File: src/rtl/calc_pkg.sv
// -----------------------------------------------------------------------------
// calc_pkg
// Shared constants for the modulo counter family.
//   MODE_WRAP / MODE_SAT : values for the SATURATE parameter of mod_counter
//   DEF_WIDTH            : default counter register width in bits
// -----------------------------------------------------------------------------
package calc_pkg;

   localparam int MODE_WRAP = 32'sd0;
   localparam int MODE_SAT  = 32'sd1;
   localparam int DEF_WIDTH = 32'sd8;

endpackage : calc_pkg

File: src/rtl/mod_counter_if.sv
// -----------------------------------------------------------------------------
// mod_counter_if
// Control and status bundle of one modulo counter.
//   enable, up_dn, clear, load, load_val : requests from the user (master)
//   q, tc, carry, borrow, sat, load_err  : counter state and flags (slave)
// Clock and reset are not part of the bundle; they stay plain module ports.
// -----------------------------------------------------------------------------
interface mod_counter_if
   import calc_pkg::*;
#(
   parameter int WIDTH = DEF_WIDTH
);

   logic             enable;
   logic             up_dn;
   logic             clear;
   logic             load;
   logic [WIDTH-1:0] load_val;
   logic [WIDTH-1:0] q;
   logic             tc;
   logic             carry;
   logic             borrow;
   logic             sat;
   logic             load_err;

   modport master (
      output enable, up_dn, clear, load, load_val,
      input  q, tc, carry, borrow, sat, load_err
   );

   modport slave (
      input  enable, up_dn, clear, load, load_val,
      output q, tc, carry, borrow, sat, load_err
   );

endinterface : mod_counter_if

File: src/rtl/mod_counter.sv
// -----------------------------------------------------------------------------
// mod_counter
// Up/down modulo-MODULUS counter with clear, load, wrap or saturate at the
// range ends, and cascade-friendly terminal count.
// Ports:
//   clk    : rising-edge clock
//   reset  : synchronous active-low reset
//   bus    : mod_counter_if.slave
//            in  : enable, up_dn, clear, load, load_val
//            out : q (registered), tc (combinational),
//                  carry / borrow / load_err (registered one-cycle pulses),
//                  sat (registered, high while held at a range end)
// Priority at each edge: reset > clear > load > enable.
// -----------------------------------------------------------------------------
module mod_counter
   import calc_pkg::*;
#(
   parameter int WIDTH    = DEF_WIDTH,
   parameter int MODULUS  = 32'sd1 << WIDTH,
   parameter int SATURATE = MODE_WRAP
) (
   input  logic         clk,
   input  logic         reset,
   mod_counter_if.slave bus
);

   // Reject impossible configurations at elaboration time.
   if (WIDTH < 32'sd1) begin : g_bad_width
      $error("mod_counter: WIDTH must be at least 1");
   end
   if ((MODULUS < 32'sd2) || (longint'(MODULUS) > (64'sd1 <<< WIDTH))) begin : g_bad_modulus
      $error("mod_counter: MODULUS must lie in 2 .. 2**WIDTH");
   end

   // The modulus itself needs WIDTH+1 bits when MODULUS == 2**WIDTH.
   localparam logic [WIDTH:0]   MOD_X = (WIDTH+1)'(MODULUS);
   localparam logic [WIDTH:0]   ONE_X = (WIDTH+1)'(32'd1);
   localparam logic [WIDTH-1:0] MAX_Q = WIDTH'(MODULUS - 32'sd1);

   // Registers start at zero so q reads 0 even before the first reset.
   logic [WIDTH-1:0] r_q        = {WIDTH{1'b0}};
   logic             r_carry    = 1'b0;
   logic             r_borrow   = 1'b0;
   logic             r_sat      = 1'b0;
   logic             r_load_err = 1'b0;

   logic [WIDTH:0]   w_up;
   logic [WIDTH:0]   w_dn;
   logic [WIDTH-1:0] w_q_nxt;
   logic             w_carry_nxt;
   logic             w_borrow_nxt;
   logic             w_sat_nxt;
   logic             w_load_err_nxt;

   // One extra bit: w_up reaching MOD_X marks the top end, and the MSB of
   // w_dn going high marks an underflow below zero.
   assign w_up = {1'b0, r_q} + ONE_X;
   assign w_dn = {1'b0, r_q} - ONE_X;

   // Next-state selection following the clear > load > enable priority.
   always_comb begin
      w_q_nxt        = r_q;
      w_carry_nxt    = 1'b0;
      w_borrow_nxt   = 1'b0;
      w_sat_nxt      = r_sat;
      w_load_err_nxt = 1'b0;
      if (bus.clear) begin
         w_q_nxt   = {WIDTH{1'b0}};
         w_sat_nxt = 1'b0;
      end else if (bus.load) begin
         w_sat_nxt = 1'b0;
         if ({1'b0, bus.load_val} < MOD_X) begin
            w_q_nxt = bus.load_val;
         end else begin
            // Out-of-range loads clamp to the top of the range.
            w_q_nxt        = MAX_Q;
            w_load_err_nxt = 1'b1;
         end
      end else if (bus.enable) begin
         if (bus.up_dn) begin
            if (w_up != MOD_X) begin
               w_q_nxt   = w_up[WIDTH-1:0];
               w_sat_nxt = 1'b0;
            end else if (SATURATE == MODE_SAT) begin
               w_sat_nxt = 1'b1;
            end else begin
               w_q_nxt     = {WIDTH{1'b0}};
               w_carry_nxt = 1'b1;
               w_sat_nxt   = 1'b0;
            end
         end else begin
            if (!w_dn[WIDTH]) begin
               w_q_nxt   = w_dn[WIDTH-1:0];
               w_sat_nxt = 1'b0;
            end else if (SATURATE == MODE_SAT) begin
               w_sat_nxt = 1'b1;
            end else begin
               w_q_nxt      = MAX_Q;
               w_borrow_nxt = 1'b1;
               w_sat_nxt    = 1'b0;
            end
         end
      end else begin
         // Idle: count and sat hold, pulses stay low.
         w_q_nxt = r_q;
      end
   end

   // Single registered stage; reset overrides every request and drops pulses.
   always_ff @(posedge clk) begin
      if (!reset) begin
         r_q        <= {WIDTH{1'b0}};
         r_carry    <= 1'b0;
         r_borrow   <= 1'b0;
         r_sat      <= 1'b0;
         r_load_err <= 1'b0;
      end else begin
         r_q        <= w_q_nxt;
         r_carry    <= w_carry_nxt;
         r_borrow   <= w_borrow_nxt;
         r_sat      <= w_sat_nxt;
         r_load_err <= w_load_err_nxt;
      end
   end

   assign bus.q        = r_q;
   assign bus.carry    = r_carry;
   assign bus.borrow   = r_borrow;
   assign bus.sat      = r_sat;
   assign bus.load_err = r_load_err;
   // tc ignores enable so a following stage can use enable & tc.
   assign bus.tc       = bus.up_dn ? (r_q == MAX_Q) : (r_q == {WIDTH{1'b0}});

endmodule : mod_counter

File: src/flat_wrapper.sv
// flat-port wrapper written by rule: the top's interface ports become plain ports
module mod_counter_flat import calc_pkg::*;
#(
   parameter int WIDTH    = DEF_WIDTH,
   parameter int MODULUS  = 32'sd1 << WIDTH,
   parameter int SATURATE = MODE_WRAP
)
  (clk, reset, bus_enable, bus_up_dn, bus_clear, bus_load, bus_load_val, bus_q, bus_tc, bus_carry, bus_borrow, bus_sat, bus_load_err);
  mod_counter_if #(.WIDTH(WIDTH)) bus_i ();
  input  logic clk;
  input  logic reset;
  input wire logic [$bits(bus_i.enable)-1:0] bus_enable;
  input wire logic [$bits(bus_i.up_dn)-1:0] bus_up_dn;
  input wire logic [$bits(bus_i.clear)-1:0] bus_clear;
  input wire logic [$bits(bus_i.load)-1:0] bus_load;
  input wire logic [$bits(bus_i.load_val)-1:0] bus_load_val;
  output wire logic [$bits(bus_i.q)-1:0] bus_q;
  output wire logic [$bits(bus_i.tc)-1:0] bus_tc;
  output wire logic [$bits(bus_i.carry)-1:0] bus_carry;
  output wire logic [$bits(bus_i.borrow)-1:0] bus_borrow;
  output wire logic [$bits(bus_i.sat)-1:0] bus_sat;
  output wire logic [$bits(bus_i.load_err)-1:0] bus_load_err;
  assign bus_i.enable = bus_enable;
  assign bus_i.up_dn = bus_up_dn;
  assign bus_i.clear = bus_clear;
  assign bus_i.load = bus_load;
  assign bus_i.load_val = bus_load_val;
  assign bus_q = bus_i.q;
  assign bus_tc = bus_i.tc;
  assign bus_carry = bus_i.carry;
  assign bus_borrow = bus_i.borrow;
  assign bus_sat = bus_i.sat;
  assign bus_load_err = bus_i.load_err;
  mod_counter #(.WIDTH(WIDTH), .MODULUS(MODULUS), .SATURATE(SATURATE)) u_core (.clk(clk), .reset(reset), .bus(bus_i));
endmodule
File: config.mk
export PLATFORM = sky130hd
export DESIGN_NAME = mod_counter_flat
export DESIGN_NICKNAME = d
export VERILOG_FILES = /design/src/rtl/calc_pkg.sv /design/src/rtl/mod_counter_if.sv /design/src/rtl/mod_counter.sv /design/src/flat_wrapper.sv
export SDC_FILE = /design/constraint.sdc
export NUM_CORES = 1
export LEC_CHECK = 0
export CORE_MARGIN = 1
export CORE_UTILIZATION = 44
export CTS_CLUSTER_DIAMETER = 50
export DETAILED_ROUTE_END_ITERATION = 8
export GPL_TIMING_DRIVEN = 0
export HOLD_SLACK_MARGIN = 0.12
export PLACE_DENSITY = 0.86
export SLEW_MARGIN = 20
export SYNTH_ARGS = -nofsm -noshare
export SYNTH_HDL_FRONTEND = slang
export SYNTH_SLANG_ARGS = --single-unit
File: constraint.sdc
create_clock -name clk -period 1.9 [get_ports clk]
set_input_delay 0.38 -clock clk [delete_from_list [all_inputs] [get_ports clk]]
set_output_delay 0.38 -clock clk [all_outputs]
set_load 0.02 [all_outputs]
==> flow_summary.yaml <==
status:
  status: "finished with violations"
  violations: "DRC, setup timing"
timing:
  period_share_pct: 110.4
  hold_viol: 0
  final.setup.tns_ns: -0.1980
  rsz_0062_raised_after_global_routing: "true"
  holdWs_ns: 0.6052
  fin_worst_skew_ns: 0.002323
  timing.final.ws_setup_ns: -0.1980
  final_critical_path_time_including_i_o_delays_and_setup_ns: 2.098
  timing.final.max_slew_violations: 0
  clock.fmax_mhz: 476.6
  final-setup-viol-count: 1
place:
  globalplace.congestion: 0.9490
  numPlacedInstances: 140
  dp_worst_setup_slack_ns: -0.8135
  place_hpwl_mm: 1.426
  place_area_um2: 1035
  place.port_buffers: 24
die:
  die-width_um: 43.72
  rows: 14
  floorplan.initialDensity_pct: 49.12
  die_area_um2: 1911
  die_h_um: 43.72
  pin_count: 27
  design.core.area_um2: 1559
routing:
  remaining_drc_errors: 1
  num_vias: 890
  drt_pass1_iterations: 6
  detail_route.wirelength_mm: 2.229
  route.antenna.remaining_nets: 0
  drt_iter0_drc: 49
  post_drt_wl_per_cell_um: 14.96
  vias_per_cell: 5.973
hold_path:
  hold_path.class: "flip-flop to flip-flop"
clocking:
  cts_buffer_depth: 2
  htreeDepth: 1
  clock_sinks: 10
  cts.reportedPaths.clkPinSlew_ns: 0.08
  clock_insertion_delay_worst_skew_ns: 0.28
  tritoncts: "yes"
  numCtsBuffers: 3
  cts_root_buffer: "clkbuf_4"
synth:
  synth_top_cell_area_share_pct: 26.14
  synthesis.area_um2: 765.7
  post_synth_main_area_contributors: "dfxtp_1, o21ai_0, ha_1"
  warnings_synthesis: 0
  synth_largest_area_cell: "dfxtp_1"
  synth-seq-area-share_pct: 26.14
  synth_cells: 99
  synth.lib_cells_used.distinct: 38
  number_of_synthesized_register_bits: 10
  syn-mean-instance-area_um2: 7.735
global_routing:
  grt_usage_pct: 27.01
  grt_max_degree: 11
  first_pass_grt_wire_length_mm: 3.753
  gr-total-overflow: 0
  antenna_violations_before_repair: 0
  vias_in_the_first_global_route: 840
power:
  p_per_area_nw_per_um2: 566.1
  p_leak_nw: 0.4246
  finalPower_mw: 0.6488
  vdd_drop_max_uv: 440.8
critical_path:
  critical_path_required_ns: 1.52
  worstSetupStartpointType: "flip-flop"
  cp-end-kind: "output port"
  timing.critical_path.fanout_max: 2
  worstPathArrival_ns: 1.72
  crit_type: "flip-flop to output port"
flow_run:
  max-cap-violations: 0
final_layout:
  final_design_area_no_fill_um2: 1146
  post_route_cells_drive_above_1_share_pct: 23.31
  num_antenna_cells: 0
  final_net_count: 151
  synthToLayoutAreaGrowth_pct: 49.67
  post-route-util_pct: 73.52
  layout.filler_cells: 122
  finalNonFillerCells: 149
==> logic make-up (layout without fill, tap and decap cells) <==
kind of cell    Yosys count  after routing  share of synthesized area [%]
compound gates           29             29                          24.18
xor+xnor                  3              3                          3.432
fa+ha+maj                 3              3                          4.902
buf+inv                  11             44                          7.842
flops                    10             10                          26.14
other cells               1              2                         0.4897
simple gates             42             42                          33.01
==> path summary, 6_finish.rpt <==
kind	from	end	slack, ns	cells past startpoint
setup / recovery	u_core.bus.q[1]$_SDFFE_PP0P_	bus_tc	-0.20	6
hold / removal	u_core.bus.q[3]$_SDFFE_PP0P_	u_core.bus.q[3]$_SDFFE_PP0P_	0.61	2
setup reg to reg	u_core.bus.q[1]$_SDFFE_PP0P_	u_core.bus.q[4]$_SDFFE_PP0P_	0.04	8
hold reg to reg	u_core.bus.q[3]$_SDFFE_PP0P_	u_core.bus.q[3]$_SDFFE_PP0P_	0.61	2
==> sequential cells by signal (all words and copies together) (netlist names) <==
name,flops
u_core.bus.q,8
u_core.bus.borrow,1
u_core.bus.carry,1
==> timing repair <==
action / 4_1_cts / 5_1_grt
hold buffers: 0 / 0
endpoints found under the setup margin: 2 / 3
setup buffers: 5 / 1
gates resized for setup: 15 / 5
pin swaps: 2 / 4
==> layout by cell type (no fill, tap or decap), types with 2 or more instances in the layout <==
cell type	instances
clkdlybuf4s50_1	22
o21ai_0	8
buf_4	8
a21oi_1	7
nor2_1	6
dfxtp_1	6
or3_1	5
nand4_1	4
nand2_1	4
nor3_1	4
nand2b_1	4
nand3_1	3
xnor2_1	3
clkbuf_1	3
clkbuf_4	3
inv_4	2
buf_6	2
inv_1	2
o22ai_1	2
a211oi_1	2
a21boi_0	2
ha_1	2
conb_1	2
dfxtp_4	2
dfxtp_2	2
==> worst max-delay path: stages (launching register included) <==
cell and delay (ns):
dfxtp_4 0.36, inv_4 0.06, ha_4 0.13, or4b_4 0.47
or2_4 0.26, nand2_2 0.06, buf_6 0.11
==> synthesized netlist by cell type <==
master	instances
and4_1	1
a211oi_1	2
o21a_1	1
or4b_1	1
inv_1	4
a31o_1	1
buf_6	1
nand2b_1	4
clkbuf_1	3
nand2_1	5
a311oi_1	1
a21boi_1	1
nand3_1	3
o22ai_1	2
or2_2	1
buf_4	3
nor2_1	6
or4_4	1
dfxtp_1	10
a21boi_0	2
o21bai_1	1
or2_4	1
nand4_1	4
xnor2_1	3
nor3_1	4
or4_1	1
nor3b_2	1
conb_1	1
a21oi_1	7
o31a_1	1
nor3b_1	1
ha_1	3
o21ai_0	8
or3_1	5
a41o_2	1
o211ai_1	1
or4b_2	1
nor2b_1	2
==> per-layer routing <==
| layer | vias to the layer above | wire (um) | GRT usage, % |
|---|---|---|---|
| met5 | - | 0 | 0 |
| met2 | 45 | 1065 | 44.78 |
| li1 | 429 | - | - |
| met1 | 407 | 928 | 34.45 |
| met4 | 0 | 60 | 12.50 |
| met3 | 9 | 175 | 3.750 |
==> layout make-up <==
class | instances | area, um^2 | share of cell area, %
buffer | 6 | 37.54 | 3.275
clock buffer | 4 | 36.28 | 3.166
inverter | 4 | 20.02 | 1.747
multi-input combinational | 79 | 536.8 | 46.83
sequential | 10 | 210.2 | 18.34
tap | 16 | 20.02 | 1.747
timing repair buffer | 30 | 285.3 | 24.89
==> power by group <==
part           internal (mW)  switching [mW]  leakage, nW
clock network          0.117          0.0890       0.0210
registers              0.218          0.0142       0.0839
logic                  0.113          0.0980        0.320
(Power assumes the default switching activity.)
